### src/rtl/divide_seq.sv
// ============================================================================
// Module   : divide_seq
// Function : Iterative restoring divider (one quotient bit per clock) with
//            signed/unsigned mode, divide-by-zero and signed-overflow flags.
// Revision : 1.0
// ============================================================================
`default_nettype none

module divide_seq #(
  parameter int WIDTH = 32
) (
  input  logic             clk,
  input  logic             reset,
  input  logic             start,
  input  logic             signed_op,
  input  logic [WIDTH-1:0] a,
  input  logic [WIDTH-1:0] b,
  output logic             busy,
  output logic             valid,
  output logic [WIDTH-1:0] quotient,
  output logic [WIDTH-1:0] remainder,
  output logic             div_by_zero,
  output logic             overflow
);

  localparam int               c_CNT_W  = $clog2(WIDTH + 1);
  localparam logic [1:0]       c_IDLE   = 2'd0;
  localparam logic [1:0]       c_RUN    = 2'd1;
  localparam logic [1:0]       c_FINISH = 2'd2;
  localparam logic [WIDTH-1:0] c_MIN    = {1'b1, {(WIDTH-1){1'b0}}};

  logic [1:0]         state_q, state_d;
  logic [c_CNT_W-1:0] cnt_q, cnt_d;
  logic [WIDTH-1:0]   rem_q, rem_d;
  logic [WIDTH-1:0]   dq_q, dq_d;
  logic [WIDTH-1:0]   bmag_q, bmag_d;
  logic               negq_q, negq_d;
  logic               negr_q, negr_d;
  logic [WIDTH-1:0]   quot_q, quot_d;
  logic [WIDTH-1:0]   rmdr_q, rmdr_d;
  logic               dbz_q, dbz_d;
  logic               ovf_q, ovf_d;
  logic               valid_q, valid_d;

  logic             w_accept, w_a_neg, w_b_neg, w_zero, w_ovf, w_qbit, w_last;
  logic [WIDTH-1:0] w_amag, w_bmag, w_rem_nx, w_dq_nx;
  logic [WIDTH:0]   w_rem_sh, w_trial;

  // FINISH is the valid cycle, so a new request is accepted there as well.
  assign w_accept = start && (state_q != c_RUN);
  assign w_a_neg  = signed_op & a[WIDTH-1];
  assign w_b_neg  = signed_op & b[WIDTH-1];
  assign w_amag   = w_a_neg ? -a : a;
  assign w_bmag   = w_b_neg ? -b : b;
  assign w_zero   = (b == '0);
  assign w_ovf    = signed_op && (a == c_MIN) && (b == '1);

  // rem < |b| always holds, so the W+1-bit trial's top bit is a true sign.
  assign w_rem_sh = {rem_q, dq_q[WIDTH-1]};
  assign w_trial  = w_rem_sh - {1'b0, bmag_q};
  assign w_qbit   = ~w_trial[WIDTH];
  assign w_rem_nx = w_qbit ? w_trial[WIDTH-1:0] : w_rem_sh[WIDTH-1:0];
  assign w_dq_nx  = {dq_q[WIDTH-2:0], w_qbit};
  assign w_last   = (cnt_q == c_CNT_W'(1));

  always_ff @(posedge clk) begin
    if (reset) begin
      state_q <= c_IDLE;
      cnt_q   <= '0;
      rem_q   <= '0;
      dq_q    <= '0;
      bmag_q  <= '0;
      negq_q  <= 1'b0;
      negr_q  <= 1'b0;
      quot_q  <= '0;
      rmdr_q  <= '0;
      dbz_q   <= 1'b0;
      ovf_q   <= 1'b0;
      valid_q <= 1'b0;
    end else begin
      state_q <= state_d;
      cnt_q   <= cnt_d;
      rem_q   <= rem_d;
      dq_q    <= dq_d;
      bmag_q  <= bmag_d;
      negq_q  <= negq_d;
      negr_q  <= negr_d;
      quot_q  <= quot_d;
      rmdr_q  <= rmdr_d;
      dbz_q   <= dbz_d;
      ovf_q   <= ovf_d;
      valid_q <= valid_d;
    end
  end

  always_comb begin
    state_d = state_q;
    case (state_q)
      c_IDLE, c_FINISH: state_d = (w_accept && !w_zero && !w_ovf) ? c_RUN : c_IDLE;
      c_RUN:            if (w_last) state_d = c_FINISH;
      default:          state_d = c_IDLE;
    endcase
  end

  always_comb begin
    cnt_d   = cnt_q;
    rem_d   = rem_q;
    dq_d    = dq_q;
    bmag_d  = bmag_q;
    negq_d  = negq_q;
    negr_d  = negr_q;
    quot_d  = quot_q;
    rmdr_d  = rmdr_q;
    dbz_d   = dbz_q;
    ovf_d   = ovf_q;
    valid_d = 1'b0;
    if (state_q == c_RUN) begin
      cnt_d = cnt_q - c_CNT_W'(1);
      rem_d = w_rem_nx;
      dq_d  = w_dq_nx;
      if (w_last) begin
        valid_d = 1'b1;
        quot_d  = negq_q ? -w_dq_nx : w_dq_nx;
        rmdr_d  = negr_q ? -w_rem_nx : w_rem_nx;
        dbz_d   = 1'b0;
        ovf_d   = 1'b0;
      end
    end else if (w_accept) begin
      if (w_zero) begin
        valid_d = 1'b1;
        quot_d  = '1;
        rmdr_d  = a;
        dbz_d   = 1'b1;
        ovf_d   = 1'b0;
      end else if (w_ovf) begin
        valid_d = 1'b1;
        quot_d  = c_MIN;
        rmdr_d  = '0;
        dbz_d   = 1'b0;
        ovf_d   = 1'b1;
      end else begin
        cnt_d  = c_CNT_W'(WIDTH);
        rem_d  = '0;
        dq_d   = w_amag;
        bmag_d = w_bmag;
        negq_d = w_a_neg ^ w_b_neg;
        negr_d = w_a_neg;
      end
    end
  end

  always_comb begin
    busy        = (state_q == c_RUN);
    valid       = valid_q;
    quotient    = quot_q;
    remainder   = rmdr_q;
    div_by_zero = dbz_q;
    overflow    = ovf_q;
  end

endmodule

`default_nettype wire

### config.mk
export PLATFORM = sky130hd
export DESIGN_NAME = divide_seq
export DESIGN_NICKNAME = d
export VERILOG_FILES = /design/src/rtl/divide_seq.sv
export SDC_FILE = /design/constraint.sdc
export NUM_CORES = 1
export LEC_CHECK = 0
export CELL_PAD_IN_SITES_DETAIL_PLACEMENT = 1
export CELL_PAD_IN_SITES_GLOBAL_PLACEMENT = 1
export CORE_MARGIN = 3
export CORE_UTILIZATION = 43
export CTS_CLUSTER_SIZE = 12
export DETAILED_ROUTE_END_ITERATION = 8
export PLACE_DENSITY_LB_ADDON = 0.1
export RECOVER_POWER = 25
export SETUP_SLACK_MARGIN = 0.2
export SLEW_MARGIN = 20
export SYNTH_ARGS = -nofsm -noshare
export SYNTH_HDL_FRONTEND = slang
export SYNTH_SLANG_ARGS = --single-unit
export TNS_END_PERCENT = 100
### constraint.sdc
create_clock -name clk -period 6.1 [get_ports clk]
set_input_delay 0.915 -clock clk [delete_from_list [all_inputs] [get_ports clk]]
set_output_delay 0.915 -clock clk [all_outputs]
set_load 0.1 [all_outputs]
==> qor.yml, run 1 <==
status:
  status: "complete, but fails checks"
  violations: "capacitance limit, slew limit"
synthesis:
  ys_types: 86
  synth_area_leaders: "dfxtp_1 28%, nor2_1 6.1%, a21oi_1 6.0%, xnor2_1 5.0%, nand2_1 4.6%"
  ys_seq_elements: 173
  synth_commonest_cells: "199 x nor2_1, 173 x dfxtp_1, 151 x nand2_1, 149 x a21oi_1, 78 x clkbuf_1"
  synth_nets: 1743
  synth-edff-count: 0
  syn_avg_cell_area_sq_um: 7.54
  yosys.area.top_type: "dfxtp_1"
  async_reset_ff_frac: 0
  synth_most_common_cell: "nor2_1"
  yosysTopAreaCellShare: 0.281
  synth_warnings: 0
  syn_inst: 1635
  ys.flop_type: "dfxtp_1"
  synth_area_sq_um: 12300
  ys_seq_area_frac: 0.281
floorplanning:
  core_area_sq_um: 28000
  die_area_sq_um: 30700
  fp.dieH_um: 175
  die_width_um: 175
  io_pins: 136
  rows: 61
  start_util: 0.440
timing:
  drv_slew: 78
  hold_viol: 0
  setup_viol: 0
  fmax_ghz: 0.182
  period_share: 0.899
  grt_setup_unrepaired: "no"
  post-route-min-period_ns: 5.48
  relSlewSlack: -1.43
  finClkSkew_ns: 0.0163
  setup_tns_ns: 0
  worst_pin_slew_ns: 3.64
  worst_slack_ns: 0.616
setup_path:
  cp.required_ns: 6.38
  slowest_stage: "nor4_1"
  cp_cell_sequence: "inv_1, ha_1, inv_1, fa_1, a211oi_2, o21a_4, nor4_4, o31ai_4, a21oi_4, nor2_8, mux2i_1, ha_1, nand2_1, or4_1, nand4_1, o21ai_1, nor4_1, a31oi_1, mux2i_1, a21oi_1"
  cp_num_buf_inv: 2
  worst_ep_arrival_time_ns: 5.77
  path_delay_family: "simple AND/OR/NAND/NOR gates"
  crit_path_end_kind: "register"
  crit_type: "register to register"
  cp_max_fo: 18
  slowest_delay_ns: 0.64
  startpoint_type: "register"
final_layout:
  area_growth_pct: 17.8
  nets: 1810
  drive_gt1_frac: 0.0624
  fillers: 3471
  antenna_cells: 0
  final_cells: 2093
route:
  finalWirelength_um: 46400
  dr.pass1.iters: 5
  vias: 12900
  drt-initial-drc-count: 1007
  drc_errors: 0
  detail_route.vias_per_cell: 6.16
  post_drt_wl_per_cell_um: 22.2
  detail-route-antenna-nets: 0
placement:
  place_hpwl_um: 34600
  routabilityCongestion: 0.916
  port_buffers: 135
  preCtsSetupSlack_ns: 0.630
  placedCellCount: 2061
cts:
  cts_hold_buf: 0
  clkSinkCount: 173
  postCtsSetupRepairBufs: 0
  numCtsBuffers: 17
  htreeDepth: 4
  clkLatencyLatePin_ns: 0.45
  cts.reportedPaths.clkPinSlew_ns: 0.07
  cts_tree: "yes"
  ctsResizeCount: 0
  clock_tree.buffer_depth: 2
  cts-root-buf: "clkbuf_16"
power:
  p_leak_nw: 5.44
  peakVddDrop_v: 0.000257
  pwr_density_cell_nw_per_um2: 338
grt:
  grt_pass1_vias: 13000
  grt_max_degree: 93
  track_usage: 0.299
  grt_pass1_wl_um: 73200
  grt_overflow: 0
  antenna_found_initial: 2
worst_hold_path:
  hp-class: "register to register"
flow_run:
  max_cap_viol_count: 1
-- routing by layer --
layer,vias up,share of wire,GRT usage,wire length (um)
li1,6102,-,-,-
met1,6371,0.47,0.407,21800
met2,348,0.47,0.496,21700
met3,70,0.042,0.0471,1970
met4,4,0.020,0.0738,914
met5,-,0.00047,0,22
-- worst register-to-register path: cells and delay by family (launching register included) --
kind | cells | cell delay [ns]
compound gates | 7 | 1.64
fa+ha+maj | 3 | 0.90
buf+inv | 2 | 0.16
flops | 1 | 0.36
mux | 2 | 0.59
simple gates | 6 | 1.68
-- final timing paths --
kind                                              start                         end  slack [ns]  cells past startpoint
worst max-delay path              dq_q[31]$_SDFFE_PP0P_  remainder[22]$_SDFFE_PP0P_        0.62                     20
worst min register to register  bmag_q[31]$_SDFFE_PP0P_     bmag_q[31]$_SDFFE_PP0P_        0.45                      2
worst min-delay path            bmag_q[31]$_SDFFE_PP0P_     bmag_q[31]$_SDFFE_PP0P_        0.45                      2
worst max register to register    dq_q[31]$_SDFFE_PP0P_  remainder[22]$_SDFFE_PP0P_        0.62                     20
-- cell type report --
class	count	area, sq um	share of cell area
timing repair buffer	152	1490	0.102
sequential	173	3460	0.238
tap	378	473	0.0326
inverter	69	263	0.0181
clock inverter	14	185	0.0127
multi-input combinational	1289	8230	0.566
clock buffer	18	429	0.0295
-- cell usage in the layout, fill, tap and decap left out, types with 6 or more instances in the layout --
| cell | n |
|---|---|
| dfxtp_1 | 173 |
| or4_1 | 15 |
| or3_1 | 15 |
| buf_4 | 16 |
| inv_1 | 67 |
| nor2_1 | 198 |
| o21a_1 | 10 |
| mux2i_1 | 21 |
| clkdlybuf4s50_1 | 75 |
| nor3_1 | 65 |
| or2_2 | 7 |
| nor4_1 | 16 |
| and2_1 | 12 |
| a21o_1 | 6 |
| dlygate4sd3_1 | 59 |
| nand4_1 | 13 |
| a31oi_1 | 24 |
| a21oi_1 | 149 |
| nand2b_1 | 9 |
| a211oi_1 | 59 |
| o21ai_1 | 6 |
| xor2_1 | 62 |
| o41ai_1 | 14 |
| o31ai_1 | 24 |
| a21boi_0 | 7 |
| xnor2_1 | 71 |
| o211ai_1 | 38 |
| clkbuf_16 | 17 |
| o21ai_0 | 60 |
| nand3_1 | 34 |
| nand2_1 | 150 |
| a22oi_1 | 11 |
| a311oi_1 | 10 |
| ha_1 | 39 |
| a31o_2 | 9 |
| a221oi_1 | 14 |
| and3_1 | 15 |
-- cells by family after synthesis --
kind of cell / share of synthesized area
AOI/OAI and AO/OA: 0.278
DFF: 0.281
muxes: 0.0225
buffers and inverters: 0.0551
adders and majority gates: 0.0412
xor gates and xnor gates: 0.0945
and+or+nand+nor: 0.227
-- registers in the layout, indices dropped and copies added (netlist names) --
name	flops
bmag_q	32
dq_q	32
quotient	32
rem_q	32
remainder	32
cnt_q	6
state_q	2
div_by_zero	1
negq_q	1
negr_q	1
overflow	1
valid	1
-- per-stage QoR --
stage | utilization | area, sq um | hold WS [ns] | power, W
2_1_floorplan | - | 12300 | 0.432 | 0.00301
3_3_place_gp | 0.496 | 13900 | 0.439 | 0.00363
3_5_place_dp | 0.496 | 13900 | 0.446 | 0.00369
4_1_cts | 0.518 | 14500 | 0.454 | 0.00488
5_1_grt | 0.519 | 14500 | 0.491 | 0.00519
6_report | 0.519 | 14500 | 0.454 | 0.00491
-- report_power, final --
part,internal [W],switching [W]
clock,0.000655,0.000534
combinational,0.000839,0.00159
sequential,0.00120,0.0000852
total,0.00270,0.00221
Note: power is estimated with default switching activity, not from simulation.
==> run 2, diff against run 1 <==
--- a/config.mk
+++ b/config.mk
@@ -11,7 +11,7 @@
 export CORE_UTILIZATION = 43
 export CTS_CLUSTER_SIZE = 12
 export DETAILED_ROUTE_END_ITERATION = 8
-export PLACE_DENSITY_LB_ADDON = 0.1
+export PLACE_DENSITY = 0.9
 export RECOVER_POWER = 25
 export SETUP_SLACK_MARGIN = 0.2
 export SLEW_MARGIN = 20
==> qor.yml, run 2 (synthesis gave the netlist of run 1 again) <==
timing:
  period_share: 0.909  # +0.00954
  finClkSkew_ns: 0.0237  # +0.00739 ns
  grt_setup_unrepaired: "yes"
  drv_slew: 0  # -100%
  post-route-min-period_ns: 5.54  # +0.0582 ns
  setup_viol: 0  # unchanged
  relSlewSlack: 0.291  # +1.72
  setup_tns_ns: 0  # unchanged
  fmax_ghz: 0.180  # -1.1%
  worst_pin_slew_ns: 1.06  # -2.58 ns
  hold_viol: 0  # unchanged
worst_hold_path:
  hp-class: "register to register"
  whs_endpoint: "bmag_q[31]$_SDFFE_PP0P_"
  hp-start: "bmag_q[31]$_SDFFE_PP0P_"
  whs_path_depth: 2  # unchanged
route:
  detail_route.vias_per_cell: 6.36  # +3.2%
  dr.pass1.iters: 9  # +4
  vias: 13300  # +3.1%
  post_drt_wl_per_cell_um: 22.1  # -0.19%
  detail-route-antenna-nets: 0  # unchanged
  finalWirelength_um: 46300  # -0.24%
  drc_errors: 0  # unchanged
  drt-initial-drc-count: 1197  # +19%
grt:
  grt_pass1_vias: 13500  # +4.2%
  grt.busiest_layer: "met2"
  use_met2: 0.490  # -0.00568
  grt_max_degree: 86  # -7.5%
  use_met3: 0.0491  # +0.00195
  grt_pass1_wl_um: 73500  # +0.34%
  grt_overflow: 0  # unchanged
  met1_usage: 0.379  # -0.0278
  antenna_found_initial: 2  # unchanged
  track_usage: 0.294  # -0.00427
cts:
  cts_tree: "yes"
  cts.reportedPaths.clkPinSlew_ns: 0.08  # about the same
  clock_tree.buffer_depth: 2  # unchanged
  htreeDepth: 4  # unchanged
  cts-root-buf: "clkbuf_16"
  clkSinkCount: 173  # unchanged
  clkLatencyLatePin_ns: 0.45  # about the same
  numCtsBuffers: 17  # unchanged
  cts_hold_buf: 0  # unchanged
setup_path:
  worst_ep_arrival_time_ns: 5.85  # +0.08 ns
  startpoint_type: "register"
  rr_endpoint: "remainder[20]$_SDFFE_PP0P_"
  cp_cell_sequence: "inv_1, ha_1, a21oi_1, o21ai_1, a221oi_1, o21ai_1, nor3_4, nor2_8, inv_4, nor2_1, a21oi_1, ha_1, nand2_1, or4_1, nand4_1, o21ai_1, or4_1, o2111a_1, a221oi_2, a21oi_1"
  r2r_slack_ns: 0.56  # -0.06 ns
  path_delay_family: "compound AO/OA/AOI/OAI gates"
  cp_num_buf_inv: 2  # unchanged
  slowest_delay_ns: 0.62  # -0.02 ns
  crit_type: "register to register"
  r2r_cells: 20  # unchanged
  slowest_stage: "or4_1"
  cp.depth: 20  # unchanged
  cp.required_ns: 6.41  # +0.03 ns
  cp_max_fo: 9  # -9
  reg2reg_from: "bmag_q[27]$_SDFFE_PP0P_"
  crit_path_end_kind: "register"
final_layout:
  final_cell_mix: "198 x nor2_1, 173 x dfxtp_1, 150 x nand2_1, 149 x a21oi_1, 75 x clkdlybuf4s50_1"
  nets: 1809  # -0.055%
  fillers: 3507  # +1.0%
  area_growth_pct: 17.5
  design_area_sq_um: 14500  # -0.27%
  antenna_cells: 0  # unchanged
  drive_gt1_frac: 0.0630  # +0.000620
  layout_commonest_cell: "nor2_1"
placement:
  port_buffers: 135  # unchanged
  routabilityCongestion: 0.943  # +2.9%
  dpl-instance-area_sq_um: 13900  # -0.14%
  place_hpwl_um: 34500  # -0.46%
floorplanning:
  io_pins: 136  # unchanged
  fp.dieH_um: 175  # unchanged
  die_width_um: 175  # unchanged
  rows: 61  # unchanged
  die_area_sq_um: 30700  # unchanged
  core_area_sq_um: 28000  # unchanged
  start_util: 0.440  # unchanged
status:
  status: "complete, no violations"
power:
  pwr_density_cell_nw_per_um2: 335  # -0.75%
  p_leak_nw: 5.43  # -0.11%
  peakVddDrop_v: 0.000257  # about the same
flow_run:
  max_cap_viol_count: 0  # -1
[run 2: cell types whose count changed in the layout (fill, tap and decap cells not counted)]
cell        change
o21a_4          -1
clkinv_4        -1
clkinv_8        +4
o21a_2          +1
inv_8           +2
clkinv_2        +1
inv_12          +1
clkbuf_1        -2
buf_12          -1
clkinvlp_4      -3
buf_4           +1
bufinv_16       -3
[run 2: area by class of cell]
| type | count | area [sq um] | share of cell area |
|---|---|---|---|
| multi-input cells | 1289 | 8220 | 0.567 |
| flip-flops and latches | 173 | 3460 | 0.239 |
| repair buffers | 151 | 1470 | 0.101 |
| well taps | 378 | 473 | 0.0327 |
| clock buffers | 17 | 425 | 0.0294 |
| inverters | 69 | 263 | 0.0181 |
| clock inverters | 15 | 173 | 0.0119 |
[run 2: timing repair]
item	4_1_cts	5_1_grt
endpoints found under the setup margin	0	1
gates resized for setup	0	1
buffers inserted	0	0
[run 2: layer usage]
layer | share of wire | routed length [um]
met1 | 0.43 | 19800
met2 | 0.47 | 21600
met3 | 0.065 | 3010
met4 | 0.039 | 1810
met5 | 0.00054 | 25
[run 2: how the worst max path moves through the flow]
stage,from,endpoint,slack (ns)
5_1_grt,bmag_q[27]$_SDFFE_PP0P_,remainder[16]$_SDFFE_PP0P_,0.20
4_1_cts,dq_q[31]$_SDFFE_PP0P_,remainder[28]$_SDFFE_PP0P_,0.62
3_3_place_gp,dq_q[31]$_SDFFE_PP0P_,remainder[28]$_SDFFE_PP0P_,0.87
2_1_floorplan,dq_q[31]$_SDFFE_PP0P_,remainder[20]$_SDFFE_PP0P_,0.81
6_report,bmag_q[27]$_SDFFE_PP0P_,remainder[20]$_SDFFE_PP0P_,0.56
3_5_place_dp,dq_q[31]$_SDFFE_PP0P_,remainder[28]$_SDFFE_PP0P_,0.64
[run 2: worst min-delay path, delay by kind of cell (launching register included)]
| kind | cells | cell delay (ns) |
|---|---|---|
| AOI/OAI and AO/OA | 1 | 0.05 |
| DFF | 1 | 0.32 |
| and+or+nand+nor | 1 | 0.05 |
[run 2: power breakdown]
part	total [W]	switching [W]	internal (W)	leakage, nW
clock network	0.00113	0.000573	0.000555	0.293
registers	0.00129	0.0000865	0.00120	1.41
logic	0.00244	0.00161	0.000834	3.73
[run 2: through the flow]
| step | total power [W] | cells | hold slack (ns) | worst slack [ns] | util |
|---|---|---|---|---|---|
| finish | 0.00486 | 2092 | 0.464 | 0.557 | 0.517 |
| global route | 0.00510 | 2092 | 0.476 | 0.196 | 0.517 |
| CTS | 0.00479 | 2092 | 0.464 | 0.621 | 0.517 |
| detailed placement | 0.00364 | 2060 | 0.453 | 0.641 | 0.496 |
| global placement | 0.00356 | 2060 | 0.442 | 0.875 | 0.496 |
| floorplan | 0.00301 | 1635 | 0.432 | 0.806 | - |
==> patch (config.mk and constraints of run 2) <==
`WIDTH`: 32 -> 64.
--- a/src/rtl/divide_seq.sv
+++ b/src/rtl/divide_seq.sv
@@ -8,5 +8,5 @@
 
 module divide_seq #(
-  parameter int WIDTH = 32
+  parameter int WIDTH = 64
 ) (
   input  logic             clk,
Ports: changed (resized a, b, quotient and remainder); port bits go from 136 to 264. The function was not compared with the original's and may differ.
==> patch against run 2 <==
Combinational power is 34% lower. Critical endpoint is now remainder[58]. Synthesized cell count is 110% higher. Via count is 110% higher. Clock power is 120% higher. Design area is 100% higher. Routed wire length is 120% higher. Core utilization is 0.38 points higher. Largest power group is now clock. Synthesized area is 100% higher. Sequential cell count is 161 higher. Setup slack worse by 0.23 ns. Power is 32% higher. Largest cell class unchanged.
==> patch: results (changes against run 2) <==
Outcome
  – Status: finished, final reports clean (unchanged)

STA
  – Hold_ws: 0.454 ns (was 0.464 ns)
  – Slew headroom: 15.8% (was 29.1%)
  – Final Cycle Share: 94.6% (was 90.9%)

Detailed routing
  – Total Wirelength: 103000 um (was 46300 um)
  – Met3 wire length: 9320 um (was 3010 um)
  – First-pass DRT Iterations: 7 (was 9)
  – Detailed-route via count: 27916 (was 13295)

Logic synthesis
  – Mux cell area share after synthesis: 1.97% (was 2.25%)
  – Area contributors post-synth: dfxtp_1, nor2_1, a21oi_1, xor2_1, nand2_1 (was dfxtp_1, nor2_1, a21oi_1, xnor2_1, nand2_1)
  – XOR/XNOR Fraction of Synth Area: 10.0% (was 9.45%)
  – Seq/Total Area, Yosys: 26.8% (was 28.1%)
  – Post-synth top cells: nor2_1, dfxtp_1, nand2_1, a21oi_1, clkbuf_1 (unchanged)
  – Post-synthesis compound-gate area fraction: 27.6% (was 27.8%)
  – Syn nets: 3652 (was 1743)

Clock network
  – Post_cts resized: 3 (was 0)
  – H-tree levels: 2 (was 4)
  – Latest clock arrival within the worst-skew pair: 0.59 ns (was 0.45 ns)
  – Postcts setup bufs: 1 (was 0)
  – CTS clock-pin slew for the worst setup and hold paths: 0.06 ns (was 0.08 ns)

Global routing
  – Number of global-route vias before repair: 27028 (was 13509)
  – Met1 GRT Util: 43.7% (was 37.9%)
  – First-pass GRT wire length: 157000 um (was 73500 um)

Final layout
  – Filler Cell Count: 7091 (was 3507)
  – Multi-input gate area: 0.0170 sq mm (was 0.00822 sq mm)
  – Final net count: 3778 (was 1809)

Critical path
  – Slowest cell on the critical path: or4b_1 (was or4_1)
  – Crit Path Max Fanout: 8 (was 9)
  – CP startpoint: rem_q[23] (was bmag_q[27])
  – CP Capture Point: remainder[58] (was remainder[20])
  – Worst reg2reg path depth: 21 (was 20)

Power and ir drop
  – Clk pwr share: 38.0% (was 23.2%)
  – Peak supply drop: 169 uV (was 257 uV)
  – Switching power: 2.20 mW (was 2.27 mW)
  – Pwr dens: 217 mW/mm^2 (was 335 mW/mm^2)
  – P_leak: 11.2 nW (was 5.43 nW)

Worst hold path
  – Hold_sp: bmag_q[58] (was bmag_q[31])
  – Hold Path End: bmag_q[58] (was bmag_q[31])

Placement
  – Dpl cell area: 0.0282 sq mm (was 0.0139 sq mm)
  – Pre-CTS setup slack: 0.223 ns (was 0.641 ns)
  – GP Congestion: 0.991 (was 0.943)
## patch: cell count changes in the layout (fill, tap and decap cells not counted), moves of 43 or more
cell | before | now
nand2_1 | 150 | 327
xnor2_1 | 71 | 141
dfxtp_1 | 173 | 328
nor3_1 | 65 | 151
a31oi_1 | 24 | 92
dlygate4sd3_1 | 59 | 115
buf_4 | 17 | 60
o21ai_0 | 60 | 136
a211oi_1 | 59 | 107
nor2_1 | 198 | 481
a21oi_1 | 149 | 300
clkdlybuf4s50_1 | 75 | 147
xor2_1 | 62 | 144
## patch: area by class of cell
class | count | area share (%)
well taps | 756 | 3.19
clock inverters | 16 | 0.574
flip-flops and latches | 334 | 22.6
repair buffers | 332 | 11.0
clock buffers | 53 | 3.81
inverters | 108 | 1.39
diodes | 1 | 0.00844
multi-input cells | 2758 | 57.4
